`src/rtl/rr_request_encoder.sv`:
```
// rr_request_encoder
//   Collects up to 2**N single-bit requests into a sticky pending vector and
//   emits one N-bit binary code per request. It picks the next code by
//   round-robin priority and presents it on a valid/ready handshake.
//
// Ports
//   clk        clock, rising edge
//   rst        asynchronous active-high reset
//   en         capture enable for req_i
//   req_i      request lines, bit i requests code i
//   code_o     registered index of the granted request
//   valid_o    code_o holds a granted request
//   ready_i    consumer accepts code_o when valid_o is high
//   pending_o  registered pending vector (excludes the code being held)
//   busy_o     valid_o | (|pending_o)
//
// state | meaning
// ------+-------------------------------------------------------------
// IDLE  | no code presented; load one as soon as anything is pending
// HOLD  | code_o valid; hold it until accepted, then reload or go idle

module rr_request_encoder #(
  parameter int N = 4
) (
  input  logic              clk,
  input  logic              rst,
  input  logic              en,
  input  logic [2**N-1:0]   req_i,
  output logic [N-1:0]      code_o,
  output logic              valid_o,
  input  logic              ready_i,
  output logic [2**N-1:0]   pending_o,
  output logic              busy_o
);

  localparam int W = 2**N;

  typedef enum logic {IDLE, HOLD} state_t;

  state_t          state, state_nxt;
  logic [W-1:0]    pending, pending_nxt;
  logic [N-1:0]    ptr, ptr_nxt;
  logic [N-1:0]    code_nxt;
  logic            valid_nxt;

  logic [N-1:0]    base;
  logic [N-1:0]    sel;
  logic            found;
  logic            load;
  logic [W-1:0]    clr;
  logic [N-1:0]    idx;

  // After a handshake the search must start just past the accepted code,
  // even though ptr itself only catches up on this same edge.
  always_comb begin
    base = ptr;
    if (state == HOLD) base = code_o + N'(1);
  end

  // Round-robin search of the registered pending vector, wrapping at W-1.
  always_comb begin
    sel   = '0;
    found = 1'b0;
    idx   = '0;
    for (int i = 0; i < W; i++) begin
      idx = base + N'(i);
      if (!found && pending[idx]) begin
        sel   = idx;
        found = 1'b1;
      end
    end
  end

  always_comb begin
    state_nxt = state;
    code_nxt  = code_o;
    valid_nxt = valid_o;
    ptr_nxt   = ptr;
    load      = 1'b0;
    unique case (state)
      IDLE: begin
        if (found) begin
          load      = 1'b1;
          code_nxt  = sel;
          valid_nxt = 1'b1;
          state_nxt = HOLD;
        end
      end
      HOLD: begin
        if (ready_i) begin
          ptr_nxt = code_o + N'(1);
          if (found) begin
            load     = 1'b1;
            code_nxt = sel;
          end else begin
            valid_nxt = 1'b0;
            state_nxt = IDLE;
          end
        end
      end
      default: state_nxt = IDLE;
    endcase

    clr = '0;
    if (load) clr[sel] = 1'b1;
    // Set is OR'd after the clear so a re-request of the loaded bit survives.
    pending_nxt = (pending & ~clr) | (en ? req_i : '0);
  end

  always_ff @(posedge clk or posedge rst) begin
    if (rst) begin
      state   <= IDLE;
      pending <= '0;
      ptr     <= '0;
      code_o  <= '0;
      valid_o <= 1'b0;
    end else begin
      state   <= state_nxt;
      pending <= pending_nxt;
      ptr     <= ptr_nxt;
      code_o  <= code_nxt;
      valid_o <= valid_nxt;
    end
  end

  assign pending_o = pending;
  assign busy_o    = valid_o | (|pending);

endmodule

```
`config.mk`:
```
export PLATFORM = sky130hd
export DESIGN_NAME = rr_request_encoder
export DESIGN_NICKNAME = d
export VERILOG_FILES = /design/src/rtl/rr_request_encoder.sv
export SDC_FILE = /design/constraint.sdc
export NUM_CORES = 1
export LEC_CHECK = 0
export ABC_CLOCK_PERIOD_IN_PS = 7000
export CAP_MARGIN = 15
export CORE_MARGIN = 8
export CORE_UTILIZATION = 45
export CTS_CLUSTER_DIAMETER = 60
export DETAILED_ROUTE_END_ITERATION = 8
export GPL_TIMING_DRIVEN = 1
export PLACE_DENSITY = 0.73
export SYNTH_ARGS = -nofsm -noshare
export SYNTH_HDL_FRONTEND = slang
export SYNTH_SLANG_ARGS = --single-unit
```
`constraint.sdc`:
```
create_clock -name clk -period 7 [get_ports clk]
set_clock_uncertainty 0.2 [all_clocks]
set_input_delay 1.4 -clock clk [delete_from_list [all_inputs] [get_ports clk]]
set_output_delay 1.4 -clock clk [all_outputs]
set_load 0.01 [all_outputs]
```
Yosys cells after proc, flatten, opt, wreduce, memory -nomap -nowiden
Cells that the tools add are included.
- output and inout bits: 22
- flip-flop bits (word level): 26
- input port bits: 20
- logic and storage cells: 162
- $lt $le $gt $ge: 18
- equality and inequality tests: 3
- multiplexer cells: 81
- $add $sub $neg: 16
- reductions and logical operators: 34
- bitwise logic cells: 5
- operators by type and width (kind ; number):
    $lt A4 B5 Y1 const B ; 17
    $mux W4 ; 19
    $bmux W1 S4 ; 16
    $mux W1 ; 39
    $add A4 B4 Y4 const B ; 8
    $mux W16 ; 2
    $add A4 B3 Y4 const B ; 4
    $and A16 B16 Y16 ; 1
    $logic_and A1 B1 Y1 ; 16
    $not A16 Y16 ; 1
    $or A16 B16 Y16 ; 1
    $reduce_or A16 Y1 ; 1
    $logic_not A1 Y1 ; 15
    $add A4 B1 Y4 const B ; 2
    $add A4 B2 Y4 const B ; 2
    $pmux W4 S2 ; 1
    $ne A2 B2 Y1 const B ; 3
    $pmux W1 S2 ; 3
    $demux W1 S4 ; 1
    $ge A4 B1 Y1 const B ; 1
    $reduce_and A3 Y1 ; 1
    $reduce_and A2 Y1 ; 1
    $not A1 Y1 ; 1
    $or A1 B1 Y1 ; 1

Depth between registers and ports, before layout
Gate-level depths: netlist of the first run.
- depth after elaboration: 58
- gate-level depth with buffers: 19
- mapped depth without buffers: 15

Worst setup path before layout of the first run
No wires, ideal clock.
- kind: reg-to-reg
- from: reg code_o[0]
- to: reg pending[10], in the netlist pending_o[10]
- required time: 6.636 ns
- buffers on the path: 2
- data arrival time: 4.369 ns
- slack: 2.267 ns
- library setup time: 0.164 ns
- cell stages (with the launch flop): 17
- clock period less this slack: 4.733 ns
- path through: dfrtp_1 > ha_1 > nand2_1 > and2_1 > clkbuf_1 > ha_1 > clkbuf_1 > inv_1 > mux4_2 > mux2i_4 > nor2_1 > a2111o_1 > a221o_1 > a32oi_1 > o21ai_2 > nor3_2 > a41oi_1
- cells in the longest elaborated chain, start to end: 58
- elaborated cells between the ends (all ways): 123
- those cells by class: add/sub (16); order compare (2); mux (71); bitwise (3); reduce/logical (31)
- ends and longest elaborated chain (item ; line ; RTL):
    start, declared ; 29 ; output logic [N-1:0] code_o,
    start signal, assigned ; 121 ; code_o <= code_nxt;
    $add A4 B1 Y4 (*) ; 57 ; if (state == HOLD) base = code_o + N'(1);
    $mux W4 (*) ; 57 ;
    parallel branches: the longest is 52 deep, another holds $add A4 B1 Y4 ; - ;
    $mux W16 (*) ; 105 ; if (load) clr[sel] = 1'b1;
    $not A16 Y16 (*) ; 107 ; pending_nxt = (pending & ~clr) | (en ? req_i : '0);
    $and A16 B16 Y16 (*) ; 107 ;
    $or A16 B16 Y16 (*) ; 107 ;
    via pending_nxt[10] ; 41 ; logic [W-1:0] pending, pending_nxt;
    end signal, assigned ; 119 ; pending <= pending_nxt;
    end, declared ; 41 ;
Mark *: on every way through the listed nets, which the timed path passes. The select of a mux whose other input is x is not followed.
A chain may end at the register's enable or synchronous reset.

Final worst setup path of the first run
- from: reg code_o[0]
- to: reg pending[13], in the netlist pending_o[13]
Same word-level chain as after synthesis.

==> results of run 1 <==
[logic make-up after synthesis]
| group | after synthesis | synth area share |
|---|---|---|
| buffers and inverters | 27 | 0.0381 |
| DFF | 26 | 0.178 |
| muxes | 46 | 0.186 |
| and+or+nand+nor | 170 | 0.247 |
| adders and majority gates | 8 | 0.0275 |
| AOI/OAI and AO/OA | 136 | 0.261 |
| xor gates and xnor gates | 14 | 0.0625 |
[worst register-to-register path, stage by stage (launching register included)]
cell       delay (ps)
dfrtp_1           490
ha_1              270
xnor2_2           190
a21o_1            760
ha_1              570
mux4_2            520
mux2i_1           180
a2111oi_2         630
nand4_2           280
nor3_1            490
nand2b_1          510
and3b_4           300
a31oi_1           180
[layer usage]
layer / wire length [µm] / vias up / GRT usage
li1: - / 1702 / -
met2: 5360 / 247 / 0.322
met1: 5120 / 1767 / 0.296
met3: 1190 / 33 / 0.0436
met4: 403 / 0 / 0.0874
met5: 0 / - / 0
[flip-flops by register name (all words and copies together) (netlist names)]
signal     flops
code_o         4
state          1
pending_o     16
ptr            4
valid_o        1
[area by class of cell]
cell class / count / area (µm²) / share of cell area
clock inverter: 1 / 30.0 / 0.00723
tap: 105 / 131 / 0.0316
timing repair buffer: 41 / 410 / 0.0988
multi-input combinational: 374 / 2860 / 0.687
inverter: 8 / 35.0 / 0.00843
sequential: 26 / 651 / 0.157
clock buffer: 3 / 41.3 / 0.00994
[through the flow]
stage               setup WS (ps)  hold WS (ps)  instances  area, µm²  utilization
detailed placement           1420           283        554       4080        0.507
CTS                          1400           305        558       4160        0.516
finish                       1350           293        558       4160        0.516
floorplan                    2270           251        427       3650            -
global placement             1390           275        554       4080        0.507
global route                 1050           343        558       4160        0.516
[cells in the final DEF, fill, tap and decap left out, drive strengths merged, types with 4 or more instances in the layout]
cell type | synthesis | routed
a32oi | 4 | 4
a21oi | 34 | 34
and3 | 4 | 4
nand2b | 7 | 7
inv | 8 | 8
a21o | 8 | 8
clkdlybuf4s50 | 0 | 41
nand3 | 42 | 42
xnor2 | 13 | 13
mux2i | 21 | 21
a211oi | 4 | 4
nor4 | 6 | 6
mux4 | 12 | 12
o211ai | 6 | 6
ha | 8 | 8
dfrtp | 26 | 26
nand2 | 43 | 43
a41oi | 8 | 8
nor3 | 8 | 8
and2 | 15 | 15
mux2 | 13 | 13
o21ai | 28 | 28
nor2 | 31 | 31
a31oi | 13 | 13
o22ai | 4 | 4
nand4 | 6 | 6
[final timing paths]
kind | from | end | slack, ps | depth (start not counted)
hold / removal | ptr[3] | ptr[3] | 290 | 2
min in group asynchronous | rst | code_o[3] | 1440 | 2
hold reg to reg | ptr[3] | ptr[3] | 290 | 2
setup / recovery | code_o[0] | pending_o[13] | 1350 | 12
setup reg to reg | code_o[0] | pending_o[13] | 1350 | 12
max in group asynchronous | rst | pending_o[9] | 4570 | 2
==> flow_summary.yaml, run 1 <==
status:
  status: "completed"
placed_design:
  dpl.hpwl_um: 9190
  gp_congestion: 0.921
  io_buffers: 41
finish:
  drive_above_1_share: 0.152
  fill_cells: 755
  diodes: 0
  final_nets: 482
  syn2layout_area_growth_pct: 14.0
drt:
  drc: 0
  vias: 3749
  vias_per_cell: 6.72
  dr.pass1.iters: 7
  drtAntennaViolNets: 0
  drtIter0Drc: 402
  wire_per_inst_um: 21.6
  routed_wl_um: 12100
worst_setup_path:
  cp-end-kind: "flip-flop"
  critPathKind: "flip-flop to flip-flop"
  cp.arrival_ps: 5640
  worstSetupStartpointType: "flip-flop"
  crit_top_cell: "ha_1"
  crit_buf_inv: 0
  cp_slowest_cell: "a21o_1"
  cpPeakStageDelay_ps: 760
  crit_family: "simple AND/OR/NAND/NOR gates"
  crit_chain: "ha_1 -> xnor2_2 -> a21o_1 -> ha_1 -> mux4_2 -> mux2i_1 -> a2111oi_2 -> nand4_2 -> nor3_1 -> nand2b_1 -> and3b_4 -> a31oi_1"
  cp_max_fo: 20
  cp.required_ps: 6990
cts:
  cts.repair.resized: 0
  ctsLongestPathBuffers: 2
  clkTransAtPathRegs_ps: 90
  cts_root_buf: "clkbuf_8"
  cts_buffers: 3
  cts.sinks: 26
  post_cts_buffers: 0
  hold_buffers: 0
  cts_tree: "done"
  ctsHtreeMaxLevel: 1
  clk_latency_ps: 270
synth:
  synth.distinct_cells: 72
  synth_top_flop_cell: "dfrtp_1"
  ys_warn_count: 0
  synth_edf_count: 0
  synth_top_cells_by_count: "nand3_1 (42), nand2_1 (40), a21oi_1 (33)"
  avgSynthCellArea_um2: 8.54
  syn_nets: 455
  ys_seq_elements: 26
  synth_top_area_frac: 0.178
  netlist_area_um2: 3650
  yosysMostFrequentCell: "nand3_1"
  async_flop_share: 1.00
  synthCells: 427
  ys_seq_area_frac: 0.178
  yosys-top-cells-area: "dfrtp_1 (18%), mux4_2 (7.4%), nand3_1 (5.8%), mux2i_1 (4.7%), a21oi_1 (4.5%)"
  synth_top_cell_by_area: "dfrtp_1"
worst_hold_path:
  holdCritPathClass: "flip-flop to flip-flop"
floorplanning:
  rows: 33
  start_util: 0.453
  die-area_um2: 11200
  coreArea_um2: 8050
  io_pins: 42
  die_width_um: 106
  die_y_um: 106
grt:
  grt_start_max_net_pins: 33
  grt_pass1_vias: 3546
  antenna_found_initial: 0
  grt_pass1_wl_um: 19700
  track_usage: 0.215
  grt_overflow: 0
run:
  drv_cap: 0
sta:
  fmax_ghz: 0.177
  period_share: 0.807
  hold_viol_final: 0
  slew_headroom: 0.333
  setup_violations: 0
  slew_violations: 0
  rsz0062_at_grt: "false"
  final.setup.tns_ps: 0
  fin_crit_ps: 5650
  worstMarginPinSlew_ps: 997
Power of run 1 is left out: the tool's default activity adds up to more than one toggle a clock period on the data nets, which glitch-free logic cannot reach.
==> inputs of run 2 (changes only) <==
- ABC_CLOCK_PERIOD_IN_PS: 7000 -> 5600
- clock period: 7 -> 5.6 ns (I/O delays scaled with it)
==> flow_summary.yaml, run 2 (synthesized netlist as in run 1, its figures left out) <==
cts:
  clkTransAtPathRegs_ps: 90
  cts.sinks: 26
  ctsHtreeMaxLevel: 1
  cts_buffers: 3
  hold_buffers: 0
  cts_root_buf: "clkbuf_8"
  cts.repair.resized: 0
  cts_tree: "done"
  post_cts_buffers: 0
  clk_latency_ps: 280
  ctsLongestPathBuffers: 2
worst_setup_path:
  cp_max_fo: 14
  reg2reg_from: "code_o[0]"
  reg2reg_depth: 14
  worst_r2r_endpoint: "pending_o[10]"
  cp_slowest_cell: "mux4_2"
  cp.required_ps: 5520
  cp-end-kind: "flip-flop"
  rrSetupSlack_ps: 320
  crit_buf_inv: 1
  crit_top_cell: "ha_1"
  crit_family: "compound AO/OA/AOI/OAI gates"
  worstSetupStartpointType: "flip-flop"
  cpPeakStageDelay_ps: 650
  crit_chain: "ha_1 -> nand2_1 -> and2_1 -> ha_1 -> inv_1 -> mux4_2 -> mux2i_4 -> nor2_1 -> a2111o_1 -> a221o_1 -> a32oi_1 -> o21ai_2 -> nor3_2 -> a41oi_1"
  cp.arrival_ps: 5200
  critPathKind: "flip-flop to flip-flop"
floorplanning:
  coreArea_um2: 8050
  die_width_um: 106
  die-area_um2: 11200
  io_pins: 42
  start_util: 0.453
  rows: 33
  die_y_um: 106
finish:
  largest_reg_flops: 16
  final_cell_mix: "nand3_1 (42), clkdlybuf4s50_1 (41), nand2_1 (40)"
  drive_above_1_share: 0.167
  diodes: 0
  final_nets: 490
  syn2layout_area_growth_pct: 15.2
  final_common_cell: "nand3_1"
sta:
  fmax_ghz: 0.189
  setup_violations: 0
  timing.hold.ws_ps: 329
  slew_violations: 0
  worst_slack_ps: 320
  worstMarginPinSlew_ps: 996
  rsz0062_at_grt: "false"
  slew_headroom: 0.334
  period_share: 0.943
  final.setup.tns_ps: 0
  hold_viol_final: 0
  fin_crit_ps: 5280
grt:
  antenna_found_initial: 0
  grt_start_max_net_pins: 33
  track_usage: 0.216
  grt_overflow: 0
  grt_pass1_vias: 3679
  grt_pass1_wl_um: 19600
drt:
  drc: 0
  drtAntennaViolNets: 0
  drtIter0Drc: 309
  routed_wl_um: 12300
  vias: 3807
  wire_per_inst_um: 21.8
  vias_per_cell: 6.73
  dr.pass1.iters: 5
status:
  status: "completed"
worst_hold_path:
  hold-path-endpoint: "ptr[2]"
  hold_depth: 2
  holdCritPathClass: "flip-flop to flip-flop"
  worstHoldStart: "ptr[2]"
placed_design:
  post-place-ws_ps: 353
  io_buffers: 41
  dpl.hpwl_um: 9710
  gp_congestion: 1.04
run:
  drv_cap: 0
==> run 2: cell types whose count changed in the layout (fill, tap and decap cells not counted) <==
cell / change
clkbuf_8: +1
buf_4: +8
bufinv_16: -1
==> run 2: how the worst max path moves through the flow <==
stage / cells past startpoint / end / from / slack (ps)
CTS: 14 / pending_o[10] / code_o[0] / 340
global placement: 14 / pending_o[10] / code_o[0] / 370
detailed placement: 14 / pending_o[10] / code_o[0] / 350
floorplan: 16 / pending_o[10] / code_o[0] / 870
global route: 14 / pending_o[10] / code_o[0] / 10
finish: 14 / pending_o[10] / code_o[0] / 320
==> run 2: metrics by stage <==
stage | cell area (µm²) | util | cells
floorplan | 3650 | - | 427
global placement | 4140 | 0.515 | 562
detailed placement | 4140 | 0.515 | 562
CTS | 4200 | 0.522 | 566
global route | 4200 | 0.522 | 566
finish | 4200 | 0.522 | 566
==> run 2: cell type report <==
class                   instances  area, µm²
clock buffers                   4       55.1
flip-flops and latches         26        651
fillers                       747       3850
repair buffers                 49        470
multi-input cells             374       2860
inverters                       8       35.0
well taps                     105        131
==> run 2: worst reg2reg max path, stage by stage (launching register included) <==
cell and delay [ps]:
dfrtp_1 470, ha_1 360, nand2_1 70, and2_1 480
ha_1 530, inv_1 330, mux4_2 660, mux2i_4 230
nor2_1 80, a2111o_1 400, a221o_1 400, a32oi_1 280
o21ai_2 180, nor3_2 310, a41oi_1 160
==> run 2: routing by layer <==
layer	track usage	vias to the layer above	wire (µm)
met5	0	-	0
met4	0.0915	0	465
met3	0.0387	42	1090
met2	0.350	226	5720
met1	0.275	1814	5050
li1	-	1725	-
Power of run 2 is left out for the same reason.
==> inputs of run 3 (changes only) <==
- ABC_AREA: default -> 1
- GPL_ROUTABILITY_DRIVEN: default -> 0
==> flow_summary.yaml, run 3 <==
synth:
  synth_top_flop_cell: "dfrtp_1"
  synth_top_cells_by_count: "nand2_1 (212), nand3_1 (145), inv_1 (54)"
  yosys-top-cells-area: "nand2_1 (22%), nand3_1 (20%), dfrtp_1 (18%), inv_1 (5.6%), nor2_1 (5.0%)"
  ys_warn_count: 0
  syn_nets: 664
  ys_seq_elements: 26
  yosysMostFrequentCell: "nand2_1"
  ys_seq_area_frac: 0.179
  netlist_area_um2: 3640
  synth.distinct_cells: 37
  synth_edf_count: 0
  avgSynthCellArea_um2: 5.72
  async_flop_share: 1.00
  synth_top_cell_by_area: "nand2_1"
  synth_top_area_frac: 0.219
  synthCells: 636
worst_setup_path:
  cp.required_ps: 4280
  cp.arrival_ps: 3860
  cp_max_fo: 8
  worstSetupStartpointType: "flip-flop"
  critPathKind: "flip-flop to primary output"
  cp-end-kind: "primary output"
finish:
  fill_cells: 842
  final_cell_mix: "nand2_1 (210), nand3_1 (145), inv_1 (53)"
  drive_above_1_share: 0.109
  final_cell_area_um2: 4350
  diodes: 0
  largest_reg_flops: 16
  syn2layout_area_growth_pct: 19.5
  final_nets: 711
  final_common_cell: "nand2_1"
cts:
  hold_buffers: 0
  cts.sinks: 26
  ctsLongestPathBuffers: 2
  cts_tree: "done"
  clkTransAtPathRegs_ps: 100
  clk_latency_ps: 280
  cts_root_buf: "clkbuf_8"
  ctsHtreeMaxLevel: 1
  cts_buffers: 3
floorplanning:
  die_width_um: 106
  die-area_um2: 11200
  io_pins: 42
  start_util: 0.454
  die_y_um: 106
  rows: 33
  coreArea_um2: 8010
sta:
  fin_crit_ps: 5180
  slew_headroom: 0.343
  worstMarginPinSlew_ps: 984
  period_share: 0.924
  setup_violations: 0
  fmax_ghz: 0.193
  final.setup.tns_ps: 0
  slew_violations: 0
  worst_slack_ps: 424
  timing.hold.ws_ps: 321
  rsz0062_at_grt: "false"
  hold_viol_final: 0
drt:
  wire_per_inst_um: 16.2
  drc: 0
  vias_per_cell: 5.82
  drtAntennaViolNets: 0
  drtIter0Drc: 495
  routed_wl_um: 12800
  vias: 4581
  dr.pass1.iters: 5
grt:
  grt_pass1_vias: 4268
  track_usage: 0.225
  grt_pass1_wl_um: 21300
  grt_overflow: 0
  antenna_found_initial: 0
  grt_start_max_net_pins: 38
status:
  status: "completed"
placed_design:
  post-place-ws_ps: 70.9
  dpl.hpwl_um: 10200
  io_buffers: 41
  place_area_um2: 4160
worst_hold_path:
  holdCritPathClass: "flip-flop to flip-flop"
run:
  drv_cap: 0
run 3: kinds of logic (layout without fill, tap and decap cells):
group | count (synthesis) | count (layout) | share of synthesized area
compound gates | 48 | 48 | 0.0743
fa+ha+maj | 8 | 8 | 0.0275
buf+inv | 83 | 129 | 0.0990
simple gates | 468 | 468 | 0.613
flops | 26 | 26 | 0.179
xor+xnor | 3 | 3 | 0.00722
run 3: repair_timing:
item / CTS / global route
pin swaps: 0 / 3
gates resized for setup: 8 / 9
endpoints found under the setup margin: 1 / 1
cloned: 0 / 0
setup buffers: 0 / 7
run 3: per-layer routing:
metal | routed length [µm] | GRT usage | share of wire
met1 | 5310 | 0.295 | 0.41
met3 | 1230 | 0.0333 | 0.096
met5 | 0 | 0 | 0
met4 | 405 | 0.0824 | 0.032
met2 | 5850 | 0.368 | 0.46
run 3: layout make-up:
cell class	instances	area, µm²	area share
Clock buffer	3	41.3	0.00949
Sequential cell	26	654	0.150
Timing Repair Buffer	62	582	0.134
Tap cell	105	131	0.0302
Multi-Input combinational cell	527	2670	0.614
Inverter	63	241	0.0555
Clock inverter	1	30.0	0.00690
run 3: path summary, 6_finish.rpt:
| path | startpoint | endpoint | slack (ps) | depth (start not counted) |
|---|---|---|---|---|
| min in group asynchronous | rst | pending_o[0] | 1160 | 2 |
| worst min register to register | ptr[2] | ptr[2] | 320 | 2 |
| max in group asynchronous | rst | code_o[0] | 3380 | 2 |
| worst min-delay path | ptr[2] | ptr[2] | 320 | 2 |
| worst max register to register | code_o[0] | pending_o[8] | 1060 | 24 |
| worst max-delay path | code_o[0] | busy_o | 420 | 23 |
run 3: per-stage QoR:
stage,utilization,std cells
2_1_floorplan,-,636
3_3_place_gp,0.520,776
3_5_place_dp,0.520,776
4_1_cts,0.533,780
5_1_grt,0.543,787
6_report,0.543,787
run 3: worst max-delay path, cell delays in order (launching register included):
cell	delay [ps]
dfrtp_2	440
ha_1	290
inv_1	110
nand2_1	100
o21ai_4	150
ha_4	190
inv_1	50
nand2_1	60
nand2_1	250
nand2_1	170
nand3_1	110
nand2_2	120
inv_2	80
nor2_8	150
nand4_4	130
nor2_8	180
nand3_4	110
nor2_8	150
nand3_4	100
nor2_8	130
nand2_1	90
nor2_4	160
nand2_1	60
dlymetal6s2s_1	170
Power of run 3 is left out for the same reason.
